**src/rtl/uart_pkg.sv**
```systemverilog
// -----------------------------------------------------------------------------
// uart_pkg
// Shared definitions for the UART frame parser: FSM state encoding, frame
// header bytes and error-cause codes reported on err_code.
// Optional feature macro used by the parser: UART_FRAME_TIMEOUT_EN.
// -----------------------------------------------------------------------------
package uart_pkg;

  typedef enum logic [2:0] {
    ST_IDLE = 3'd0,
    ST_HDR2 = 3'd1,
    ST_LEN  = 3'd2,
    ST_DATA = 3'd3,
    ST_CHK  = 3'd4,
    ST_SEND = 3'd5
  } state_e;

  localparam logic [7:0] HDR_BYTE1 = 8'hAA;
  localparam logic [7:0] HDR_BYTE2 = 8'h55;

  localparam logic [1:0] ERR_TIMEOUT = 2'd0;
  localparam logic [1:0] ERR_LEN     = 2'd1;
  localparam logic [1:0] ERR_CHK     = 2'd2;
  localparam logic [1:0] ERR_OVERRUN = 2'd3;

endpackage : uart_pkg

```
**src/rtl/uart_frame_buf.sv**
```systemverilog
// -----------------------------------------------------------------------------
// uart_frame_buf
// Payload storage for one frame: DEPTH x 8 bits, one synchronous write port
// and one asynchronous (combinational) read port.
// Ports:
//   clk        system clock
//   we_i       write enable
//   wr_addr_i  write address
//   wr_data_i  write data
//   rd_addr_i  read address
//   rd_data_o  read data, combinational from rd_addr_i
// -----------------------------------------------------------------------------
module uart_frame_buf #(
  parameter int DEPTH = 16,
  parameter int AW    = 4
) (
  input  logic          clk,
  input  logic          we_i,
  input  logic [AW-1:0] wr_addr_i,
  input  logic [7:0]    wr_data_i,
  input  logic [AW-1:0] rd_addr_i,
  output logic [7:0]    rd_data_o
);

  logic [7:0] mem_q [DEPTH];

  // NOTE: the storage array has no reset; every entry is written before it is
  // read within a frame, and resetting it would prevent RAM inference.
  always_ff @(posedge clk) begin
    if (we_i) begin
      mem_q[wr_addr_i] <= wr_data_i;
    end
  end

  assign rd_data_o = mem_q[rd_addr_i];

endmodule : uart_frame_buf

```
**src/rtl/uart_frame_parser.sv**
```systemverilog
// -----------------------------------------------------------------------------
// uart_frame_parser
// Parses frames "AA 55 LEN payload[LEN] CHK" from a byte-strobe UART receiver,
// where CHK = (LEN + sum of payload) mod 256. A frame that passes its checksum
// is replayed to the consumer over a valid/ready interface; failures and
// overruns are reported as one-cycle err_flag pulses with a cause in err_code.
//
// Optional feature: define UART_FRAME_TIMEOUT_EN to abandon a partial frame
// after (CLK_FREQ/UART_BPS)*30 cycles without a byte (err_code 0).
//
// Ports:
//   sys_clk    system clock, rising edge
//   sys_rst_n  asynchronous active-low reset
//   pi_data    received byte, valid while pi_flag is high
//   pi_flag    one-cycle byte strobe
//   out_data   payload byte to the consumer (0 outside SEND)
//   out_valid  out_data valid
//   out_ready  consumer accepts out_data when out_valid is high
//   out_last   out_data is the final payload byte
//   frame_ok   one-cycle pulse on a good checksum
//   err_flag   one-cycle error pulse
//   err_code   error cause, valid with err_flag
// -----------------------------------------------------------------------------
module uart_frame_parser
  import uart_pkg::*;
#(
  parameter int CLK_FREQ = 50_000_000,
  parameter int UART_BPS = 115200,
  parameter int MAX_LEN  = 16
) (
  input  logic       sys_clk,
  input  logic       sys_rst_n,
  input  logic [7:0] pi_data,
  input  logic       pi_flag,
  output logic [7:0] out_data,
  output logic       out_valid,
  input  logic       out_ready,
  output logic       out_last,
  output logic       frame_ok,
  output logic       err_flag,
  output logic [1:0] err_code
);

  localparam int AW = (MAX_LEN > 1) ? $clog2(MAX_LEN) : 1;

  state_e     state_q, state_d;
  logic [7:0] len_q, len_d;
  logic [7:0] sum_q, sum_d;
  logic [7:0] wr_ptr_q, wr_ptr_d;
  logic [7:0] rd_ptr_q, rd_ptr_d;
  logic       frame_ok_q, frame_ok_d;
  logic       err_flag_q, err_flag_d;
  logic [1:0] err_code_q, err_code_d;

  logic       len_bad;
  logic       last_wr;
  logic       last_rd;
  logic       sum_match;
  logic       accept;
  logic       buf_we;
  logic [7:0] buf_rd_data;
  logic       timeout;

  assign len_bad   = (pi_data == 8'd0) || (pi_data > 8'(MAX_LEN));
  assign last_wr   = (wr_ptr_q == len_q - 8'd1);
  assign last_rd   = (rd_ptr_q == len_q - 8'd1);
  assign sum_match = (pi_data == sum_q);
  assign accept    = (state_q == ST_SEND) && out_ready;
  assign buf_we    = (state_q == ST_DATA) && pi_flag;

  // ---------------------------------------------------------------------------
  // Inter-byte timeout
  // ---------------------------------------------------------------------------
`ifdef UART_FRAME_TIMEOUT_EN
  localparam int unsigned TIMEOUT_RAW = (CLK_FREQ / UART_BPS) * 30;
  localparam int unsigned TIMEOUT_CYC = (TIMEOUT_RAW == 0) ? 1 : TIMEOUT_RAW;
  localparam int          TW          = $clog2(TIMEOUT_CYC + 1);

  logic [TW-1:0] timer_q, timer_d;
  logic          timer_active;

  assign timer_active = (state_q == ST_HDR2) || (state_q == ST_LEN) ||
                        (state_q == ST_DATA) || (state_q == ST_CHK);

  // A byte arriving on the expiry cycle wins: it reloads the timer instead.
  assign timeout = timer_active && !pi_flag &&
                   (timer_q == TW'(TIMEOUT_CYC - 1));

  always_comb begin
    timer_d = timer_q + 1'b1;
    if (!timer_active || pi_flag) begin
      timer_d = '0;
    end
  end

  always_ff @(posedge sys_clk or negedge sys_rst_n) begin
    if (!sys_rst_n) begin
      timer_q <= '0;
    end else begin
      timer_q <= timer_d;
    end
  end
`else
  assign timeout = 1'b0;
`endif

  // ---------------------------------------------------------------------------
  // FSM: state register
  // ---------------------------------------------------------------------------
  // NOTE: sequential state uses non-blocking assignments so every flop samples
  // the pre-edge values regardless of process evaluation order.
  always_ff @(posedge sys_clk or negedge sys_rst_n) begin
    if (!sys_rst_n) begin
      state_q <= ST_IDLE;
    end else begin
      state_q <= state_d;
    end
  end

  // ---------------------------------------------------------------------------
  // FSM: next-state logic
  // ---------------------------------------------------------------------------
  // NOTE: every combinational output is given a default at the top of the
  // block, so no path leaves it unassigned and no latch is inferred.
  always_comb begin
    state_d = state_q;
    unique case (state_q)
      ST_IDLE: if (pi_flag && pi_data == HDR_BYTE1) state_d = ST_HDR2;
      ST_HDR2: begin
        if (pi_flag) begin
          if (pi_data == HDR_BYTE2)      state_d = ST_LEN;
          else if (pi_data == HDR_BYTE1) state_d = ST_HDR2;
          else                           state_d = ST_IDLE;
        end
      end
      ST_LEN:  if (pi_flag) state_d = len_bad ? ST_IDLE : ST_DATA;
      ST_DATA: if (pi_flag && last_wr) state_d = ST_CHK;
      ST_CHK:  if (pi_flag) state_d = sum_match ? ST_SEND : ST_IDLE;
      ST_SEND: if (accept && last_rd) state_d = ST_IDLE;
      default: state_d = ST_IDLE;
    endcase
    if (timeout) begin
      state_d = ST_IDLE;
    end
  end

  // ---------------------------------------------------------------------------
  // FSM: outputs (consumer side is Moore on state; pulses are registered)
  // ---------------------------------------------------------------------------
  always_comb begin
    out_valid  = (state_q == ST_SEND);
    out_last   = out_valid && last_rd;
    out_data   = out_valid ? buf_rd_data : 8'd0;
    frame_ok_d = (state_q == ST_CHK) && pi_flag && sum_match;
    err_flag_d = 1'b0;
    err_code_d = 2'd0;
    if (timeout) begin
      err_flag_d = 1'b1;
      err_code_d = ERR_TIMEOUT;
    end else if (pi_flag) begin
      unique case (state_q)
        ST_LEN: if (len_bad) begin
          err_flag_d = 1'b1;
          err_code_d = ERR_LEN;
        end
        ST_CHK: if (!sum_match) begin
          err_flag_d = 1'b1;
          err_code_d = ERR_CHK;
        end
        // The byte is dropped; SEND and rd_ptr carry on untouched.
        ST_SEND: begin
          err_flag_d = 1'b1;
          err_code_d = ERR_OVERRUN;
        end
        default: ;
      endcase
    end
  end

  assign frame_ok = frame_ok_q;
  assign err_flag = err_flag_q;
  assign err_code = err_code_q;

  // ---------------------------------------------------------------------------
  // Datapath: length, running checksum, buffer pointers
  // ---------------------------------------------------------------------------
  always_comb begin
    len_d    = len_q;
    sum_d    = sum_q;
    wr_ptr_d = wr_ptr_q;
    rd_ptr_d = rd_ptr_q;
    if (pi_flag) begin
      unique case (state_q)
        ST_LEN: if (!len_bad) begin
          len_d    = pi_data;
          sum_d    = pi_data;
          wr_ptr_d = 8'd0;
        end
        ST_DATA: begin
          sum_d    = sum_q + pi_data;
          wr_ptr_d = wr_ptr_q + 8'd1;
        end
        ST_CHK:  rd_ptr_d = 8'd0;
        default: ;
      endcase
    end
    if (accept && !last_rd) begin
      rd_ptr_d = rd_ptr_q + 8'd1;
    end
  end

  always_ff @(posedge sys_clk or negedge sys_rst_n) begin
    if (!sys_rst_n) begin
      len_q      <= 8'd0;
      sum_q      <= 8'd0;
      wr_ptr_q   <= 8'd0;
      rd_ptr_q   <= 8'd0;
      frame_ok_q <= 1'b0;
      err_flag_q <= 1'b0;
      err_code_q <= 2'd0;
    end else begin
      len_q      <= len_d;
      sum_q      <= sum_d;
      wr_ptr_q   <= wr_ptr_d;
      rd_ptr_q   <= rd_ptr_d;
      frame_ok_q <= frame_ok_d;
      err_flag_q <= err_flag_d;
      err_code_q <= err_code_d;
    end
  end

  uart_frame_buf #(
    .DEPTH (MAX_LEN),
    .AW    (AW)
  ) u_buf (
    .clk       (sys_clk),
    .we_i      (buf_we),
    .wr_addr_i (wr_ptr_q[AW-1:0]),
    .wr_data_i (pi_data),
    .rd_addr_i (rd_ptr_q[AW-1:0]),
    .rd_data_o (buf_rd_data)
  );

endmodule : uart_frame_parser

```
**config.mk**
```make
export PLATFORM = sky130hd
export DESIGN_NAME = uart_frame_parser
export DESIGN_NICKNAME = d
export VERILOG_FILES = /design/src/rtl/uart_pkg.sv /design/src/rtl/uart_frame_buf.sv /design/src/rtl/uart_frame_parser.sv
export SDC_FILE = /design/constraint.sdc
export NUM_CORES = 1
export LEC_CHECK = 0
export ABC_AREA = 1
export CORE_MARGIN = 5
export CORE_UTILIZATION = 55
export DETAILED_ROUTE_END_ITERATION = 10
export GPL_TIMING_DRIVEN = 0
export PLACE_DENSITY = 0.78
export SYNTH_ARGS = -nofsm -noshare
export SYNTH_HDL_FRONTEND = slang
export SYNTH_SLANG_ARGS = --single-unit
```
**constraint.sdc**
```tcl
create_clock -name sys_clk -period 5.1 [get_ports sys_clk]
set_clock_uncertainty 0.2 [all_clocks]
set_input_delay 1.275 -clock sys_clk [delete_from_list [all_inputs] [get_ports sys_clk]]
set_output_delay 1.275 -clock sys_clk [all_outputs]
set_load 0.01 [all_outputs]
```
Word-level counts from Yosys, hierarchy flattened
Memories as Yosys holds them, arrays and structs flattened.
Cells that the tools add are included.
{"block": "op_classes", "bitwise": 1, "eq_ne": 17, "mux": 29, "reduce_logical": 20, "n_addsub": 4, "magnitude_cmp": 1}
{"cell": "two-way mux 8 bit", "count": 6}
{"cell": "one-hot mux 8 bit (2 select lines)", "count": 2}
{"cell": "equality test 8 bit", "count": 3}
{"cell": "two-way mux 3 bit", "count": 7}
{"cell": "one-hot mux 3 bit (6 select lines)", "count": 1}
{"cell": "adder 8 x 1 -> 8 bit, second input constant", "count": 2}
{"cell": "!= test 2 bit, second input constant", "count": 5}
{"cell": "logical AND 1 bit", "count": 9}
{"cell": "adder 8 bit", "count": 1}
{"cell": "equality test 8 x 7 -> 1 bit, second input constant", "count": 1}
{"cell": "equality test 8 bit, second input constant", "count": 1}
{"cell": "> comparator 8 x 5 -> 1 bit, second input constant", "count": 1}
{"cell": "zero test 8 bit", "count": 1}
{"cell": "two-way mux 2 bit", "count": 4}
{"cell": "subtractor 8 x 1 -> 8 bit, second input constant", "count": 1}
{"cell": "two-way mux 1 bit", "count": 7}
{"cell": "equality test 3 x 2 -> 1 bit, second input constant", "count": 2}
{"cell": "equality test 3 bit, second input constant", "count": 2}
{"cell": "one-hot mux 2 bit (3 select lines)", "count": 1}
{"cell": "AND reduction 3 bit", "count": 2}
{"cell": "AND reduction 6 bit", "count": 1}
{"cell": "nonzero test 2 bit", "count": 3}
{"cell": "!= test 2 x 1 -> 1 bit, second input constant", "count": 2}
{"cell": "equality test 3 x 1 -> 1 bit, second input constant", "count": 1}
{"cell": "6 further kinds", "count": 6}
{"block": "word_totals", "memories": 1, "elab_cells": 81, "out_inout_bits": 14, "reg_bits": 39, "input_bits": 12, "mem_bits_rw": 128}
{"memory": "u_buf.mem_q", "depth": 16, "width": 8, "rd": 1, "rd_clocked_by_memory_dff": 0, "wr": 1, "line_no": "uart_frame_buf.sv:25", "source": "logic [7:0] mem_q [DEPTH];"}

Logic depth before layout (Yosys ltp)
{"block": "depth", "word_depth": 6, "ltp_mapped": 15, "mapped_depth_nobuf": 15}

Modules after synthesis
A second synthesis with hierarchy kept.
{"block": "hier_totals", "cells_unflattened": 961, "area_unflattened_um2": 8531.9}
{"module": "uart_frame_buf", "seq_area_each_um2": 3843.7, "area_per_inst_um2": 5606.6, "cells_per_inst": 543, "instances": 1}
{"module": "uart_frame_parser", "seq_area_each_um2": 975.9, "area_per_inst_um2": 2925.3, "cells_per_inst": 418, "instances": 1}

Worst setup path after synthesis
OpenSTA, ideal clock, no wires.
{"block": "synth_timing", "path_type": "register to output", "from": "reg len_q[0]", "to": "out out_last", "t_arrival_ns": 1.621, "slack_ns": 2.004, "required_ns": 3.625, "path_buffers": 0, "stages_incl_launch_ff": 12, "cell_sequence": "dfrtp_1 -> inv_2 -> ha_1 -> nand2_1 -> nand2_1 -> inv_1 -> nand2_1 -> nor2_1 -> nand3_1 -> nor3_4 -> nand2_4 -> nor2_1"}
{"block": "synth_via", "elab_chain_cells": 3}
{"element": "from (decl)", "line_no": "uart_frame_parser.sv:47", "source": "logic [7:0] len_q, len_d;"}
{"element": "from (signal assigned)", "line_no": "uart_frame_parser.sv:222", "source": "len_q <= len_d;"}
{"element": "subtractor 8 x 1 -> 8 bit", "line_no": "uart_frame_parser.sv:66", "source": "assign last_rd = (rd_ptr_q == len_q - 8'd1);"}
{"element": "equality test 8 bit", "line_no": "uart_frame_parser.sv:66"}
{"element": "logical AND 1 bit", "line_no": "uart_frame_parser.sv:152", "source": "out_last = out_valid && last_rd;"}
{"element": "to (decl)", "line_no": "uart_frame_parser.sv:38", "source": "output logic out_last,"}
Every way passes these cells.

Worst setup path after layout
{"block": "layout_timing", "from": "reg rd_ptr_q[1]", "to": "out out_data[1]"}
{"block": "layout_via", "elab_chain_cells": 2}
{"element": "from (decl)", "line_no": "uart_frame_parser.sv:50", "source": "logic [7:0] rd_ptr_q, rd_ptr_d;"}
{"element": "from (signal assigned)", "line_no": "uart_frame_parser.sv:225", "source": "rd_ptr_q <= rd_ptr_d;"}
{"element": "memory read (16 x 8 bit)"}
{"element": "two-way mux 8 bit", "line_no": "uart_frame_parser.sv:153", "source": "out_data = out_valid ? buf_rd_data : 8'd0;"}
{"element": "to (decl)", "line_no": "uart_frame_parser.sv:35", "source": "output logic [7:0] out_data,"}
Every way passes these cells.

==> results_tabular.tex <==
\begin{tabular}{lr}
\hline
Metric & Value \\
\hline
\multicolumn{2}{l}{\textbf{Status}} \\
Run status & finished clean \\
\multicolumn{2}{l}{\textbf{Clock network}} \\
Deepest clock path buffer count & 2 \\
Root buffer selected by CTS & sky130\_fd\_sc\_hd\_\_clkbuf\_16 \\
Buffer count from post-CTS setup fixing & 0 \\
Clock insertion delay at the later pin of the skew report & 430 ps \\
TritonCTS clock tree & done \\
Cts-stage hold buffer count & 0 \\
TritonCTS Buffers & 17 \\
Depth of the CTS H-tree & 4 \\
CTS-repair resized insts & 0 \\
Clock-pin slew of the registers on the worst-case setup and hold paths & $\sim$60 ps \\
Sink count of the clock tree & between 150 and 200 \\
\multicolumn{2}{l}{\textbf{STA}} \\
Rel. slew slack & between 30\% and 40\% \\
Slew @ Worst Pin & approximately 1000 ps \\
Final setup vio count & 0 \\
Final hold violation count & 0 \\
Max-slew violation total from the final report & 0 \\
Summed negative setup slack over all endpoints & 0 ps \\
Setup WS post-layout & 400 ps \\
Unrepaired setup endpoints after global routing & no \\
Achievable Freq & approximately 0.21 GHz \\
Final critical-path share of the clock period & 92.1\% \\
Post-layout minimum cycle time & 4700 ps \\
\multicolumn{2}{l}{\textbf{Setup path}} \\
Reg-to-reg setup timing slack & between 2000 and 2500 ps \\
R2r startpoint & state\_q[2] \\
Required @ worst endpoint & 3620 ps \\
Register-to-Register Path Depth & 7 \\
Crit path max-delay cell type & sky130\_fd\_sc\_hd\_\_clkdlybuf4s50\_1 \\
Critical path startpoint category & flop \\
Type of the worst setup path & reg -> out \\
Worst-path fanout max & 10 \\
Instance count on the critical path & 8 \\
Launch point of the critical path & rd\_ptr\_q[1] \\
Maximum single-stage delay on the critical path & approximately 570 ps \\
Capture point of the worst path & out\_data[1] \\
Cell family with the largest share of critical-path delay & buffers and inverters \\
Critical path buffer and inverter count & 4 \\
Sequence of cells on the critical path & buf\_2, inv\_1, clkbuf\_1, o21ai\_0, o221ai\_1, nand3\_1, a21oi\_1, clkdlybuf4s50\_1 \\
Worst endpoint data arrival time & $\sim$3200 ps \\
Capturing point of the worst reg2reg path & u\_buf.mem\_q[5][2] \\
Kind of capture point of the worst setup path & output port \\
\multicolumn{2}{l}{\textbf{Placement}} \\
Cell area reported after detailed placement & between 8000 and 9000 um\^{}2 \\
Post-placement cell count & approximately 1000 \\
Dpl hpwl & 13400 um \\
Worst Setup Slack post-DPL & 836 ps \\
Number of buffers added on ports & 24 \\
Gp weighted congestion & between 0.8 and 0.9 \\
\multicolumn{2}{l}{\textbf{Detailed routing}} \\
Drt wl/cell & 20.6 um \\
Number of nets still failing antenna checks after routing & 0 \\
Number of DRC violations after detailed routing & 0 \\
Vias per std cell & between 6 and 7 \\
Drt first-iter violations & 1036 \\
DRT Wirelength & $\sim$21000 um \\
Detailed-routing iteration count for the pre-antenna-repair pass & 5 \\
DR vias & 6260 \\
\multicolumn{2}{l}{\textbf{Global routing}} \\
Initial antenna violation count & 0 \\
Wire length of the first global-routing pass & between 30000 and 40000 um \\
Overflow left after global routing & 0 \\
Overall routing resource usage & roughly 26\% \\
Largest net degree at the start of global routing & 24 \\
Via count of the first global-routing pass & $\sim$5900 \\
\multicolumn{2}{l}{\textbf{Synthesis}} \\
Net Count, Synth & 800 \\
Cell variety after synth & 40 \\
Post-synthesis instance area & slightly below 8000 um\^{}2 \\
Share of the yosys chip area belonging to registers & about 61\% \\
Average footprint of a synthesized cell & 10.3 um\^{}2 \\
Count of mapped cells out of synthesis & $\sim$770 \\
Number of warnings reported in the yosys synthesis log & 0 \\
Async set-reset flop share out of synthesis & 23.4\% \\
Number of enable flip-flop cells after synthesis & between 100 and 150 \\
Dominant register cell in the synthesized netlist & sky130\_fd\_sc\_hd\_\_edfxtp\_1 \\
Seq cells post-synth & 167 \\
\multicolumn{2}{l}{\textbf{Floorplan}} \\
DIE AREA & around 17000 um\^{}2 \\
Starting density of the core & about 55\% \\
Horiz. Die Dim & 130 um \\
Core footprint & between 10000 and 15000 um\^{}2 \\
Number of core rows & 44 \\
Height of the die & about 130 um \\
Top-level I/O count & 26 \\
\multicolumn{2}{l}{\textbf{Final layout}} \\
Finished Layout Cells & between 1000 and 1500 \\
Antenna cell count & 0 \\
Final \#Nets & 844 \\
Number of inserted filler cells in the final layout & between 1000 and 1500 \\
Most common cell after layout, fill and taps aside & sky130\_fd\_sc\_hd\_\_edfxtp\_1 \\
Area grow syn2layout & 12.9\% \\
Design Area, Final & around 9000 um\^{}2 \\
Share of final-layout standard cells stronger than drive strength 1 & slightly below 10\% \\
Most used cells in the layout excluding fill and tap cells & sky130\_fd\_sc\_hd\_\_edfxtp\_1, sky130\_fd\_sc\_hd\_\_nor2\_1, sky130\_fd\_sc\_hd\_\_nand2\_1, sky130\_fd\_sc\_hd\_\_o21ai\_0, sky130\_fd\_sc\_hd\_\_nand3\_1 \\
\multicolumn{2}{l}{\textbf{Run}} \\
Maxcap violations & 0 \\
\multicolumn{2}{l}{\textbf{Power and ir drop}} \\
Power density normalized to cell area & between 300 and 400 nW/um\^{}2 \\
Lkg Pwr & $\sim$0.0033 uW \\
Overall Power & 2850 uW \\
Largest voltage drop on the vdd net & roughly 0.27 mV \\
\multicolumn{2}{l}{\textbf{Worst hold path}} \\
Worst min-delay path category & reg -> reg \\
\hline
\end{tabular}
==> how the worst min path moves through the flow <==
stage	start	end	cells after the start
2_1_floorplan	sum_q[6]	sum_q[6]	2
3_3_place_gp	sum_q[5]	sum_q[5]	2
3_5_place_dp	sum_q[5]	sum_q[5]	2
4_1_cts	sum_q[5]	sum_q[5]	2
5_1_grt	sum_q[5]	sum_q[5]	2
6_report	sum_q[5]	sum_q[5]	2
==> cell usage after synthesis (2+ instances only) <==
master,number,area (um^2)
sky130_fd_sc_hd__buf_4,3,22.5
sky130_fd_sc_hd__inv_2,8,30.0
sky130_fd_sc_hd__edfxtp_1,128,3840
sky130_fd_sc_hd__o31ai_1,4,30.0
sky130_fd_sc_hd__o21ai_1,10,50.1
sky130_fd_sc_hd__o22ai_1,11,68.8
sky130_fd_sc_hd__nand3_2,3,30.0
sky130_fd_sc_hd__nor3_1,2,10.0
sky130_fd_sc_hd__ha_1,13,163
sky130_fd_sc_hd__o211ai_1,10,75.1
sky130_fd_sc_hd__xor2_1,10,87.6
sky130_fd_sc_hd__dfrtp_1,39,976
sky130_fd_sc_hd__nor2_4,4,45.0
sky130_fd_sc_hd__nor2_1,122,458
sky130_fd_sc_hd__nand2_2,9,56.3
sky130_fd_sc_hd__buf_2,13,65.1
sky130_fd_sc_hd__nand4_1,7,43.8
sky130_fd_sc_hd__o221ai_1,23,201
sky130_fd_sc_hd__o21ai_0,76,380
sky130_fd_sc_hd__nand3_1,62,310
sky130_fd_sc_hd__xnor2_1,2,17.5
sky130_fd_sc_hd__nand2_1,99,372
sky130_fd_sc_hd__nand2_4,3,33.8
sky130_fd_sc_hd__a21oi_1,24,120
sky130_fd_sc_hd__clkbuf_1,15,56.3
sky130_fd_sc_hd__nor4_1,6,37.5
sky130_fd_sc_hd__nand3b_1,2,15.0
sky130_fd_sc_hd__inv_1,49,184
sky130_fd_sc_hd__nor2_2,5,31.3
sky130_fd_sc_hd__a31oi_1,2,12.5
==> worst reg2reg max path, cell delays in order (launching register included) <==
cell                      delay [ps]
sky130_fd_sc_hd__dfrtp_1         450
sky130_fd_sc_hd__nor2_2          240
sky130_fd_sc_hd__inv_2            90
sky130_fd_sc_hd__nor2_4          210
sky130_fd_sc_hd__inv_1           110
sky130_fd_sc_hd__nor2_1          270
sky130_fd_sc_hd__nand2_1         190
sky130_fd_sc_hd__nor2_1          800
==> metrics by stage <==
stage	utilization, %	hold slack [ps]
after global routing	62.4	323
after detailed placement	58.6	280
final	62.4	292
after CTS	62.4	298
after floorplan	-	256
after global placement	58.5	274
==> layout make-up <==
class | instances | area [um^2] | area share [%]
sequential | 167 | 4820 | 53.8
multi-input combinational | 517 | 2740 | 30.6
buffer | 32 | 159 | 1.77
clock buffer | 21 | 440 | 4.91
tap | 184 | 230 | 2.57
inverter | 58 | 218 | 2.43
clock inverter | 10 | 97.6 | 1.09
timing repair buffer | 25 | 255 | 2.85
==> sequential cells by signal, summed over array words and instances, names as in the netlist <==
register     cells
u_buf.mem_q    128
len_q            8
rd_ptr_q         8
sum_q            8
wr_ptr_q         8
state_q          3
err_code         2
err_flag         1
frame_ok         1
==> power breakdown <==
part | total (uW) | leakage (uW) | switching, uW | internal [uW]
registers | 1490 | 0.00161 | 12.3 | 1480
clock network | 1210 | 0.000254 | 534 | 672
logic | 151 | 0.00145 | 105 | 46.3
==> logic make-up (layout without fill, tap and decap cells) <==
family | Yosys count | count (layout) | share of synthesized area [%]
simple gates | 330 | 330 | 19.0
compound gates | 161 | 161 | 11.9
xor+xnor | 12 | 12 | 1.32
buf+inv | 90 | 146 | 4.74
fa+ha+maj | 14 | 14 | 2.30
flops | 167 | 167 | 60.7
==> routing by layer <==
metal / up-vias / wire [um] / global-route usage, %
met1: 2966 / 8310 / 34.7
li1: 2833 / - / -
met3: 68 / 2120 / 5.49
met4: 0 / 680 / 10.8
met2: 393 / 9760 / 40.4
met5: - / 0 / 0
No activity file was read; power rests on OpenSTA's default activity.
